<file path="config.mk">
export PLATFORM = sky130hd
export DESIGN_NAME = ps2_host_transmitter
export DESIGN_NICKNAME = d
export VERILOG_FILES = /design/src/rtl/ps2_pkg.sv /design/src/rtl/ps2_line_filter.sv /design/src/rtl/ps2_host_transmitter.sv
export SDC_FILE = /design/constraint.sdc
export NUM_CORES = 1
export LEC_CHECK = 0
export CAP_MARGIN = 5
export CORE_MARGIN = 4
export CORE_UTILIZATION = 52
export DETAILED_ROUTE_END_ITERATION = 10
export HOLD_SLACK_MARGIN = 0.02
export PLACE_DENSITY = 0.71
export RECOVER_POWER = 100
export SLEW_MARGIN = 20
export SYNTH_ARGS = -nofsm -noshare
export SYNTH_HDL_FRONTEND = slang
export SYNTH_SLANG_ARGS = --single-unit
</file>
<file path="constraint.sdc">
create_clock -name clk -period 3.7 [get_ports clk]
set_clock_uncertainty 0.2 [all_clocks]
set_input_delay 0.74 -clock clk [delete_from_list [all_inputs] [get_ports clk]]
set_output_delay 0.74 -clock clk [all_outputs]
set_load 0.02 [all_outputs]
</file>
<file path="src/rtl/ps2_pkg.sv">
// Shared PS/2 definitions: host transmit FSM states, frame geometry and
// common keyboard command bytes.
package ps2_pkg;

    typedef enum logic [2:0] {
        IDLE,
        INHIBIT,
        REQUEST,
        SHIFT,
        ACK,
        WAIT_IDLE
    } ps2_state_e;

    localparam int PS2_DATA_BITS   = 8;
    localparam int PS2_FRAME_EDGES = 11;

    localparam logic [7:0] CMD_SET_LEDS = 8'hED;
    localparam logic [7:0] CMD_RESET    = 8'hFF;
    localparam logic [7:0] RESP_ACK     = 8'hFA;

    function automatic logic odd_parity(input logic [PS2_DATA_BITS-1:0] d);
        return ~^d;
    endfunction

endpackage

</file>
<file path="src/rtl/ps2_line_filter.sv">
// Two-flop synchronizer followed by a stable-count filter for one PS/2 line.
// The filtered output only follows the pin after FILTER_COUNT agreeing samples.
module ps2_line_filter #(
    parameter int FILTER_COUNT = 19
) (
    input  logic clk,
    input  logic rst_n,
    input  logic line_i,
    output logic line_o
);

    localparam int CW = (FILTER_COUNT > 1) ? $clog2(FILTER_COUNT) : 1;

    logic [1:0]    sync_q;
    logic          filt_q;
    logic [CW-1:0] cnt_q;

    // Idle PS/2 lines are pulled high, so reset to 1 to avoid a phantom edge.
    always_ff @(posedge clk) begin
        if (!rst_n) begin
            sync_q <= 2'b11;
            filt_q <= 1'b1;
            cnt_q  <= '0;
        end else begin
            sync_q <= {sync_q[0], line_i};
            if (sync_q[1] != filt_q) begin
                if (cnt_q == CW'(FILTER_COUNT - 1)) begin
                    filt_q <= sync_q[1];
                    cnt_q  <= '0;
                end else begin
                    cnt_q <= cnt_q + 1'b1;
                end
            end else begin
                cnt_q <= '0;
            end
        end
    end

    assign line_o = filt_q;

endmodule

</file>
<file path="src/rtl/ps2_host_transmitter.sv">
// Host-to-device PS/2 command sender: inhibit, request-to-send, shift the byte
// on device clock edges, check the device ack, then wait for idle lines.
module ps2_host_transmitter
    import ps2_pkg::*;
#(
    parameter int INHIBIT_CYCLES = 10000,
    parameter int FILTER_COUNT   = 19,
    parameter int START_TIMEOUT  = 1500000,
    parameter int XFER_TIMEOUT   = 200000
) (
    input  logic       clk,
    input  logic       rst_n,
    input  logic       kclk,
    input  logic       kdata,
    output logic       kclk_drive_low,
    output logic       kdata_drive_low,
    input  logic [7:0] tx_data,
    input  logic       tx_valid,
    output logic       tx_ready,
    output logic       busy,
    output logic       tx_done,
    output logic       tx_ack_err,
    output logic       tx_timeout
);

    ps2_state_e               state_q, state_d;
    logic [31:0]              timer_q, timer_d;
    logic [3:0]               bit_cnt_q, bit_cnt_d, bit_inc;
    logic [PS2_DATA_BITS-1:0] data_q, data_d;
    logic                     parity_q, parity_d;
    logic                     kclk_drv_q, kclk_drv_d;
    logic                     kdata_drv_q, kdata_drv_d;
    logic                     done_q, done_d;
    logic                     ack_err_q, ack_err_d;
    logic                     timeout_q, timeout_d;
    logic                     tx_ready_q, busy_q;
    logic                     kclk_f, kdata_f;
    logic                     kclk_f_prev_q, kclk_fall_q;

    ps2_line_filter #(.FILTER_COUNT(FILTER_COUNT)) u_kclk_filter (
        .clk    (clk),
        .rst_n  (rst_n),
        .line_i (kclk),
        .line_o (kclk_f)
    );

    ps2_line_filter #(.FILTER_COUNT(FILTER_COUNT)) u_kdata_filter (
        .clk    (clk),
        .rst_n  (rst_n),
        .line_i (kdata),
        .line_o (kdata_f)
    );

    assign bit_inc = (bit_cnt_q == 4'hF) ? bit_cnt_q : bit_cnt_q + 4'd1;

    always_comb begin
        state_d     = state_q;
        timer_d     = timer_q + 32'd1;
        bit_cnt_d   = bit_cnt_q;
        data_d      = data_q;
        parity_d    = parity_q;
        kclk_drv_d  = 1'b0;
        kdata_drv_d = kdata_drv_q;
        done_d      = 1'b0;
        ack_err_d   = 1'b0;
        timeout_d   = 1'b0;

        unique case (state_q)
            IDLE: begin
                timer_d     = '0;
                kdata_drv_d = 1'b0;
                if (tx_valid && tx_ready_q) begin
                    data_d      = tx_data;
                    parity_d    = odd_parity(tx_data);
                    bit_cnt_d   = '0;
                    state_d     = INHIBIT;
                    kclk_drv_d  = 1'b1;
                    kdata_drv_d = (INHIBIT_CYCLES == 1);
                end
            end
            INHIBIT: begin
                kclk_drv_d = 1'b1;
                if (timer_q == 32'(INHIBIT_CYCLES - 1)) begin
                    state_d     = REQUEST;
                    timer_d     = '0;
                    kclk_drv_d  = 1'b0;
                    kdata_drv_d = 1'b1;
                end else begin
                    // Start bit goes down on the final inhibit cycle.
                    kdata_drv_d = (timer_d == 32'(INHIBIT_CYCLES - 1));
                end
            end
            REQUEST: begin
                kdata_drv_d = 1'b1;
                if (timer_q == 32'(START_TIMEOUT - 1)) begin
                    timeout_d   = 1'b1;
                    state_d     = IDLE;
                    kdata_drv_d = 1'b0;
                end else if (kclk_fall_q) begin
                    state_d     = SHIFT;
                    timer_d     = '0;
                    bit_cnt_d   = 4'd1;
                    kdata_drv_d = ~data_q[0];
                end
            end
            SHIFT: begin
                if (timer_q == 32'(XFER_TIMEOUT - 1)) begin
                    timeout_d   = 1'b1;
                    state_d     = IDLE;
                    kdata_drv_d = 1'b0;
                end else if (kclk_fall_q) begin
                    bit_cnt_d = bit_inc;
                    if (bit_cnt_q < 4'(PS2_DATA_BITS)) begin
                        kdata_drv_d = ~data_q[bit_cnt_q[2:0]];
                    end else if (bit_cnt_q == 4'(PS2_DATA_BITS)) begin
                        kdata_drv_d = ~parity_q;
                    end else begin
                        kdata_drv_d = 1'b0;
                        state_d     = ACK;
                    end
                end
            end
            ACK: begin
                kdata_drv_d = 1'b0;
                if (timer_q == 32'(XFER_TIMEOUT - 1)) begin
                    timeout_d = 1'b1;
                    state_d   = IDLE;
                end else if (kclk_fall_q) begin
                    bit_cnt_d = bit_inc;
                    if (kdata_f) begin
                        ack_err_d = 1'b1;
                        state_d   = IDLE;
                    end else begin
                        state_d = WAIT_IDLE;
                    end
                end
            end
            WAIT_IDLE: begin
                kdata_drv_d = 1'b0;
                if (timer_q == 32'(XFER_TIMEOUT - 1)) begin
                    timeout_d = 1'b1;
                    state_d   = IDLE;
                end else if (kclk_f && kdata_f) begin
                    done_d  = 1'b1;
                    state_d = IDLE;
                end
            end
            default: begin
                state_d     = IDLE;
                kdata_drv_d = 1'b0;
            end
        endcase
    end

    always_ff @(posedge clk) begin
        if (!rst_n) begin
            state_q       <= IDLE;
            timer_q       <= '0;
            bit_cnt_q     <= '0;
            data_q        <= '0;
            parity_q      <= 1'b0;
            kclk_drv_q    <= 1'b0;
            kdata_drv_q   <= 1'b0;
            done_q        <= 1'b0;
            ack_err_q     <= 1'b0;
            timeout_q     <= 1'b0;
            tx_ready_q    <= 1'b0;
            busy_q        <= 1'b0;
            kclk_f_prev_q <= 1'b1;
            kclk_fall_q   <= 1'b0;
        end else begin
            state_q       <= state_d;
            timer_q       <= timer_d;
            bit_cnt_q     <= bit_cnt_d;
            data_q        <= data_d;
            parity_q      <= parity_d;
            kclk_drv_q    <= kclk_drv_d;
            kdata_drv_q   <= kdata_drv_d;
            done_q        <= done_d;
            ack_err_q     <= ack_err_d;
            timeout_q     <= timeout_d;
            tx_ready_q    <= (state_d == IDLE);
            busy_q        <= (state_d != IDLE);
            kclk_f_prev_q <= kclk_f;
            kclk_fall_q   <= kclk_f_prev_q & ~kclk_f;
        end
    end

    assign kclk_drive_low  = kclk_drv_q;
    assign kdata_drive_low = kdata_drv_q;
    assign tx_ready        = tx_ready_q;
    assign busy            = busy_q;
    assign tx_done         = done_q;
    assign tx_ack_err      = ack_err_q;
    assign tx_timeout      = timeout_q;

endmodule

</file>
Word level (Yosys, flattened, before mapping)
Cells that the tools add are included.
{"block": "totals", "in_bits": 13, "regBits": 73, "out_inout_bits": 7, "word_cells": 119}
{"block": "op_classes", "eq_ne": 22, "n_reduce_logical": 17, "bitwise": 11, "magnitude_cmp": 2, "mux": 43, "n_addsub": 4}
{"op": "$mux 32", "n": 3}
{"op": "$pmux 32 s3", "n": 1}
{"op": "$eq 32x14->1 const B", "n": 2}
{"op": "$mux 3", "n": 13}
{"op": "$add 32x1->32 const B", "n": 1}
{"op": "$eq 32x18->1 const B", "n": 1}
{"op": "$eq 32x21->1 const B", "n": 1}
{"op": "$mux 4", "n": 6}
{"op": "$pmux 3 s6", "n": 1}
{"op": "$mux 1", "n": 14}
{"op": "$pmux 4 s3", "n": 1}
{"op": "$reduce_or 3->1", "n": 4}
{"op": "$add 5x1->5 const B", "n": 2}
{"op": "$eq 5x5->1 const B", "n": 2}
{"op": "$ne 2x2->1 const B", "n": 5}
{"op": "$not 1->1", "n": 10}
{"op": "$eq 4x4->1 const B", "n": 2}
{"op": "$reduce_xnor 8->1", "n": 1}
{"op": "$reduce_and 7->1", "n": 1}
{"op": "$eq 3x2->1 const B", "n": 2}
{"op": "$eq 3x3->1 const B", "n": 2}
{"op": "$logic_not 3->1", "n": 2}
{"op": "$reduce_and 2->1", "n": 3}
{"op": "$reduce_bool 3->1", "n": 2}
{"op": "14 further kinds", "n": 17}

Longest topological paths before layout
Gate-level depths: netlist of the first run.
{"block": "logic_depth", "word_depth": 7, "ltp_mapped": 10, "depth_no_buf": 9}

Cells and area by module
A second synthesis of the first run with hierarchy kept.
{"block": "hier_totals", "hier_cells": 459, "area_unflattened_um2": 3853.7}
{"module": "ps2_host_transmitter", "cells_each": 403, "instances": 1, "area_per_inst_um2": 3225.6, "seq_area_each_um2": 1141.1}
{"module": "ps2_line_filter", "cells_each": 28, "instances": 2, "area_per_inst_um2": 314.1, "seq_area_each_um2": 160.2}

Worst setup path before layout of the first run
OpenSTA, ideal clock, no wires.
{"block": "synth_timing", "path_type": "register to register", "start": "register timer_q[0]", "end": "register kdata_drv_q, in the netlist kdata_drive_low", "required_ps": 3404, "stages_incl_launch_ff": 10, "synth_period_minus_slack_ps": 2662, "path_buffers": 1, "arrival_ps": 2366, "setup_time_ps": 96, "setup_slack_ps": 1038, "path_cell_list": "dfxtp_1 ha_1 nand3_1 or4_4 buf_6 nor3_1 xnor2_1 nand3_1 or4_1 o41ai_2"}
{"block": "synth_between", "elab_chain_cells": 4, "word_cells_on_any_way": 10, "classes_between": "add/sub: 1; eq/ne: 5; mux: 4"}
{"item": "start, declared", "line_no": "ps2_host_transmitter.sv:27", "source": "logic [31:0] timer_q, timer_d;"}
{"item": "start signal, assigned", "line_no": "ps2_host_transmitter.sv:173", "source": "timer_q <= timer_d;"}
{"item": "$add 32x1->32", "line_no": "ps2_host_transmitter.sv:58", "source": "timer_d = timer_q + 32'd1;"}
{"item": "$eq 32x14->1", "line_no": "ps2_host_transmitter.sv:90", "source": "kdata_drv_d = (timer_d == 32'(INHIBIT_CYCLES - 1));"}
{"item": "$mux 1", "line_no": "ps2_host_transmitter.sv:83", "source": "if (timer_q == 32'(INHIBIT_CYCLES - 1)) begin"}
{"item": "$pmux 1 s3", "line_no": "ps2_host_transmitter.sv:68", "source": "unique case (state_q)"}
{"item": "end signal, assigned", "line_no": "ps2_host_transmitter.sv:178", "source": "kdata_drv_q <= kdata_drv_d;"}
{"item": "end, declared", "line_no": "ps2_host_transmitter.sv:32", "source": "logic kdata_drv_q, kdata_drv_d;"}
Parallel ways exist; a longest one is shown, timed or not.
A chain may end at the register's enable or synchronous reset.

Worst setup path in the final report of the first run
{"block": "layout_timing", "start": "register timer_q[0]", "end": "register timer_q[21]"}
{"block": "layout_between", "elab_chain_cells": 4, "word_cells_on_any_way": 7, "classes_between": "add/sub: 1; eq/ne: 2; mux: 4"}
{"item": "$add 32x1->32", "line_no": "ps2_host_transmitter.sv:58"}
{"item": "$mux 32", "line_no": "ps2_host_transmitter.sv:99", "source": "end else if (kclk_fall_q) begin"}
{"item": "$mux 32", "line_no": "ps2_host_transmitter.sv:95", "source": "if (timer_q == 32'(START_TIMEOUT - 1)) begin"}
{"item": "$pmux 32 s3 (*)", "line_no": "ps2_host_transmitter.sv:68"}
Every way passes the cells marked *; elsewhere a longest branch is shown, timed or not.

==> summary.txt, run 1 <==
die width: 94.3 um
Netlist cell types: 57
CP Launch Type: flip-flop
post-cts resize count: 0
Register-to-Register Path Depth: 10
period utilization: 0.832
final setup margin: 0.621 ns
CP arrival: 3.09 ns
Slowest Stage Delay on Critical Path: 0.54 ns
area delta synth->final: 11.5%
share of layout cells above drive strength 1: 0.0742
# clock sinks: 73
Worst Setup EP: timer_q[21]
Detailed Place HPWL: 5.64 mm
setup TNS: 0 ns
RSZ-0062 raised after global routing: no
initial core utilization: 0.534
crit-path cells: ha_1 -> nand3_1 -> clkbuf_1 -> nor4_1 -> and4_1 -> nor2b_1 -> a21oi_1 -> o21ai_2 -> clkbuf_2 -> nor2_1
Peak VDD IR: 207 uV
Synth Register Bits: 73
Final ANT Viol Nets: 0
top_reg_cell synth: dfxtp_1
DRC: 0
CTS tree: yes
Inserted Diodes: 0
initial DRC count: 209
Tot GR Track Use: 0.194
post-synthesis xor/xnor area fraction: 0.113
compound-cell area share of the yosys netlist: 0.0847
CP Capture Type: flip-flop
Mean Syn Cell Area: 8.47 um2
r2r endpoint: timer_q[21]
largest family of logic cells by synthesized area: simple AND/OR/NAND/NOR gates
First-pass DRT Iterations: 4
Max Slew Vio Count: 0
NumNets Final: 488
reg-to-reg startpoint: timer_q[0]
synth warn: 0
Setup WS pre-CTS: 0.700 ns
synthesized netlist net count: 478
Num CTS Buffers: 9
Crit. Startpoint: timer_q[0]
largest net degree at the start of global routing: 33
Ports: 20
via density per instance: 5.62
WL final: 8.00 mm
# setup viols final: 0
postcts setup bufs: 0
final hold vios: 0
clock network latency to the later pin of the worst-skew pair: 0.35 ns
global-route wire length before repair: 13.6 mm
total grt overflow: 0
outcome: finished clean
Post-CTS Hold Fix Bufs: 0
max frequency: 325 MHz
Post-synth EDFFs: 0
number of global-route vias before repair: 2925
CP Max Fanout: 32
CP max-delay cell: clkbuf_2
pwr dens: 384 nW/um2
Synth Area in Simple Gates: 0.301
IO Port Bufs: 19
sequential area share after synthesis: 0.377
H-tree levels: 3
WL/cell: 14.0 um
Mapped Cells: 457
number of max-cap violations: 0
die area: 8890 um2
asr flop ratio synth: 0
area of the mapped netlist: 3870 um2
Slew HR: 0.220
routed via count: 3211
std cell rows: 31
Chip Height: 94.3 um
core area: 7250 um2
Min-Delay Path Class: reg2reg
GP Congestion: 0.876
Worst-path clk slew: 0.08 ns
Design Power: 1.66 mW
Static Leak: 1.45 nW
post-synthesis mux area share: 0.0488
Final min period: 3.08 ns
post-synthesis adder-cell area fraction: 0.0258
Clock Root Buffer: clkbuf_8
worst reg2reg setup slack: 0.62 ns
initial antenna violation count: 0
kind of critical path: reg2reg
Least-Margin Pin Slew: 1.17 ns
Clock Path Buffers: 2
Final Cell Area: 4320 um2
Worst EP required: 3.72 ns
DP Area: 4090 um2
[cells by family after synthesis]
family,after synthesis
multiplexers,16
AND/OR/NAND/NOR,221
XOR/XNOR,50
flip-flops,73
adder cells (fa/ha/maj),8
AO/OA/AOI/OAI,49
buffers and inverters,40
[metrics by stage]
| stage | hold slack (ns) | cells | utilization |
|---|---|---|---|
| 6_report | 0.214 | 571 | 0.595 |
| 5_1_grt | 0.230 | 571 | 0.595 |
| 4_1_cts | 0.214 | 571 | 0.598 |
| 3_5_place_dp | 0.192 | 555 | 0.564 |
| 3_3_place_gp | 0.190 | 555 | 0.564 |
| 2_1_floorplan | 0.186 | 457 | - |
[worst max-delay path, delay by kind of cell, from the launching register on]
kind	cells	cell delay, ns
adders and majority gates	1	0.21
and+or+nand+nor	5	1.11
buffers and inverters	2	0.80
DFF	1	0.41
AOI/OAI and AO/OA	2	0.18
[worst min path at each step]
stage               slack [ns]  depth (start not counted)                       end                      from
floorplan                 0.19                          1   u_kclk_filter.sync_q[1]   u_kclk_filter.sync_q[0]
global placement          0.19                          1  u_kdata_filter.sync_q[1]  u_kdata_filter.sync_q[0]
detailed placement        0.19                          1  u_kdata_filter.sync_q[1]  u_kdata_filter.sync_q[0]
CTS                       0.21                          1  u_kdata_filter.sync_q[1]  u_kdata_filter.sync_q[0]
global route              0.23                          1  u_kdata_filter.sync_q[1]  u_kdata_filter.sync_q[0]
finish                    0.21                          1  u_kdata_filter.sync_q[1]  u_kdata_filter.sync_q[0]
[layer usage]
layer / global-route usage / wire, um / up-vias
met4: 0.0878 / 143 / 0
li1: - / - / 1616
met2: 0.309 / 3800 / 84
met1: 0.252 / 3700 / 1500
met5: 0 / 0 / -
met3: 0.0377 / 363 / 11
[synth_stat cells (6+ instances only)]
library cell / number / share of area
inv_1: 14 / 0.014
dfxtp_1: 73 / 0.38
a31oi_1: 7 / 0.011
xor2_1: 21 / 0.047
nor2_1: 67 / 0.065
ha_1: 8 / 0.026
buf_2: 12 / 0.016
a21boi_0: 6 / 0.012
nor4_1: 10 / 0.016
nand2_1: 31 / 0.030
a21oi_1: 7 / 0.0090
nor3_1: 11 / 0.014
nand3_1: 24 / 0.031
nand2b_1: 10 / 0.016
nand4_1: 16 / 0.026
clkbuf_1: 8 / 0.0078
and3_1: 6 / 0.0097
xnor2_1: 29 / 0.066
o21ai_0: 13 / 0.017
mux2i_1: 11 / 0.028
nor2b_1: 11 / 0.018
[sequential cells by signal, indices dropped and copies added, names as in the netlist, 2 cells and up]
signal,count
timer_q,32
data_q,8
u_kclk_filter.cnt_q,5
u_kdata_filter.cnt_q,5
bit_cnt_q,4
state_q,3
u_kclk_filter.sync_q,2
u_kdata_filter.sync_q,2
[cell usage in the layout, fill, tap and decap left out, types with 4 or more instances in the layout]
cell type	instances
a21boi_0	6
a21oi_1	7
a31oi_1	7
and3_1	6
and4_1	4
clkbuf_8	9
clkdlybuf4s50_1	11
dfxtp_1	73
dlygate4sd3_1	8
ha_1	8
inv_1	14
mux2i_1	11
nand2_1	31
nand2b_1	10
nand3_1	24
nand4_1	16
nor2_1	67
nor2b_1	11
nor3_1	11
nor3b_1	4
nor4_1	10
o21ai_0	13
or2_2	4
xnor2_1	29
xor2_1	21
[cell type report]
class	count	area, um2
Inverter	15	56.3
Multi-Input combinational cell	344	2220
Sequential cell	73	1460
Fill cell	654	2940
Clock buffer	10	128
Timing Repair Buffer	24	218
Tap cell	99	124
Clock inverter	6	115
[power breakdown]
group / leakage (nW) / total (mW) / internal [mW] / switching [mW]
combinational: 0.737 / 0.0885 / 0.0441 / 0.0444
sequential: 0.591 / 0.808 / 0.798 / 0.00991
clock: 0.117 / 0.762 / 0.452 / 0.310
total: 1.45 / 1.66 / 1.29 / 0.365
Power figures use the tool's default switching activity.
==> run 2: changes to the inputs <==
Clock period 3.7 ns to 3.2 ns, I/O delays scaled along.
==> summary.txt, run 2 (synthesis results as in run 1) <==
r2r endpoint: timer_q[30]
core area: 7250 um2 (unchanged)
crit-path cells: or4b_2 -> nor4_1 -> and4_1 -> nor2b_1 -> a21oi_1 -> o21ai_2 -> clkbuf_4 -> nor2_1
largest net degree at the start of global routing: 33 (unchanged)
Post-CTS Hold Fix Bufs: 0 (unchanged)
Hold Crit Endpoint: u_kclk_filter.sync_q[1]
most common cell after layout, fill and taps aside: dfxtp_1
Clock Root Buffer: clkbuf_8
CP Max Fanout: 32 (unchanged)
Comb power frac: 0.056 (+0.003)
Tot GR Track Use: 0.197 (+0.00379)
WL final: 8.27 mm (+3.4%)
post-cts resize count: 0 (unchanged)
Final min period: 2.91 ns (-0.174 ns)
setup TNS: 0 ns (unchanged)
Post-Place Cells: 556 (+0.18%)
period utilization: 0.908 (+0.0757)
Worst EP required: 3.23 ns (-0.49 ns)
final hold vios: 0 (unchanged)
initial core utilization: 0.534 (unchanged)
share of layout cells above drive strength 1: 0.0803 (+0.00619)
Largest Register: timer_q
IO Port Bufs: 19 (unchanged)
initial DRC count: 223 (+6.7%)
worst reg2reg setup slack: 0.29 ns (-0.33 ns)
kind of critical path: reg2reg
max reg flops: 32 (unchanged)
via density per instance: 5.59 (-0.58%)
pwr dens: 424 nW/um2 (+10%)
clock network latency to the later pin of the worst-skew pair: 0.35 ns (about the same)
CP arrival: 2.94 ns (-0.15 ns)
RSZ-0062 raised after global routing: no
WL/cell: 14.5 um (+3.2%)
number of global-route vias before repair: 2997 (+2.5%)
Peak VDD IR: 220 uV (+6.3%)
Register-to-Register Path Depth: 8 (-2)
CP delay by family, top: simple AND/OR/NAND/NOR gates
Clock Path Buffers: 2 (unchanged)
outcome: finished clean
Largest regs: timer_q x32, data_q x8
Worst Min Path Start: u_kclk_filter.sync_q[0]
area delta synth->final: 11.4% (about the same)
Slowest Stage Delay on Critical Path: 0.61 ns (+0.07 ns)
Sequential Power Share: 0.510 (+0.023)
Detailed Place HPWL: 5.81 mm (+3.0%)
GP Congestion: 0.888 (+1.4%)
die area: 8890 um2 (unchanged)
Max Slew Vio Count: 0 (unchanged)
CTS tree: yes
Int Power: 1.42 mW (+9.5%)
Sw Pwr: 0.414 mW (+14%)
Least-Margin Pin Slew: 1.14 ns (-0.0259 ns)
CP Launch Type: flip-flop
final core occ: 0.595 (about the same)
worst path buffer plus inverter count: 1 (-1)
Worst Hold Slack: 0.213 ns (-0.000864 ns)
First-pass DRT Iterations: 5 (+1)
NumNets Final: 489 (+0.20%)
Slew HR: 0.238 (+0.0173)
std cell rows: 31 (unchanged)
total grt overflow: 0 (unchanged)
routed via count: 3198 (-0.40%)
Ports: 20 (unchanged)
hold depth: 1 (unchanged)
DRC: 0 (unchanged)
number of max-cap violations: 0 (unchanged)
Inserted Diodes: 0 (unchanged)
global-route wire length before repair: 13.9 mm (+2.0%)
max frequency: 344 MHz (+6.0%)
Chip Height: 94.3 um (unchanged)
Final ANT Viol Nets: 0 (unchanged)
CP Capture Type: flip-flop
postcts setup bufs: 0 (unchanged)
non-filler cells, final: 572 (+0.18%)
most frequent cells in the layout: dfxtp_1, nor2_1, nand2_1
H-tree levels: 3 (unchanged)
die width: 94.3 um (unchanged)
# setup viols final: 0 (unchanged)
sw frac: 0.226 (+0.00634)
Design Power: 1.83 mW (+10%)
Worst-path clk slew: 0.08 ns (about the same)
# clock sinks: 73 (unchanged)
clock share of power: 0.434 (-0.026)
CP max-delay cell: or4b_2
initial antenna violation count: 0 (unchanged)
reg-to-reg startpoint: timer_q[13]
Static Leak: 1.45 nW (+0.51%)
Min-Delay Path Class: reg2reg
Num CTS Buffers: 9 (unchanged)
## run 2: how the worst max path moves through the flow
stage | slack, ns | startpoint | depth (start not counted) | end
floorplan | 0.54 | timer_q[0] | 9 | kdata_drive_low
global placement | 0.45 | rst_n | 6 | kdata_drive_low
detailed placement | 0.40 | timer_q[0] | 8 | kdata_drive_low
CTS | 0.36 | timer_q[0] | 8 | kdata_drive_low
global route | 0.11 | timer_q[13] | 8 | timer_q[6]
finish | 0.29 | timer_q[13] | 8 | timer_q[30]
## run 2: per-stage QoR
stage,setup slack (ns),area [um2]
after floorplan,0.538,3870
after global placement,0.452,4110
after detailed placement,0.400,4110
after CTS,0.356,4330
after global routing,0.108,4310
final,0.295,4310
## run 2: area by class of cell
type,instances,area [um2]
clock buffer,10,128
inverter,15,56.3
timing repair buffer,25,231
multi-input combinational,344,2220
tap,99,124
sequential,73,1460
clock inverter,6,90.1
fill,670,2940
## run 2: power groups by stage
stage | Combinational (mW) | Sequential (mW) | Clock [mW]
after floorplan | 0.0640 | 0.954 | 0
after global placement | 0.104 | 0.955 | 0
after detailed placement | 0.106 | 0.955 | 0
after CTS | 0.107 | 0.934 | 0.810
after global routing | 0.112 | 0.936 | 0.852
final | 0.102 | 0.933 | 0.794
## run 2: layer usage
metal / track usage / wire length, um
met1: 0.253 / 3890
met2: 0.327 / 3920
met3: 0.0441 / 353
met4: 0.0674 / 109
met5: 0 / 0
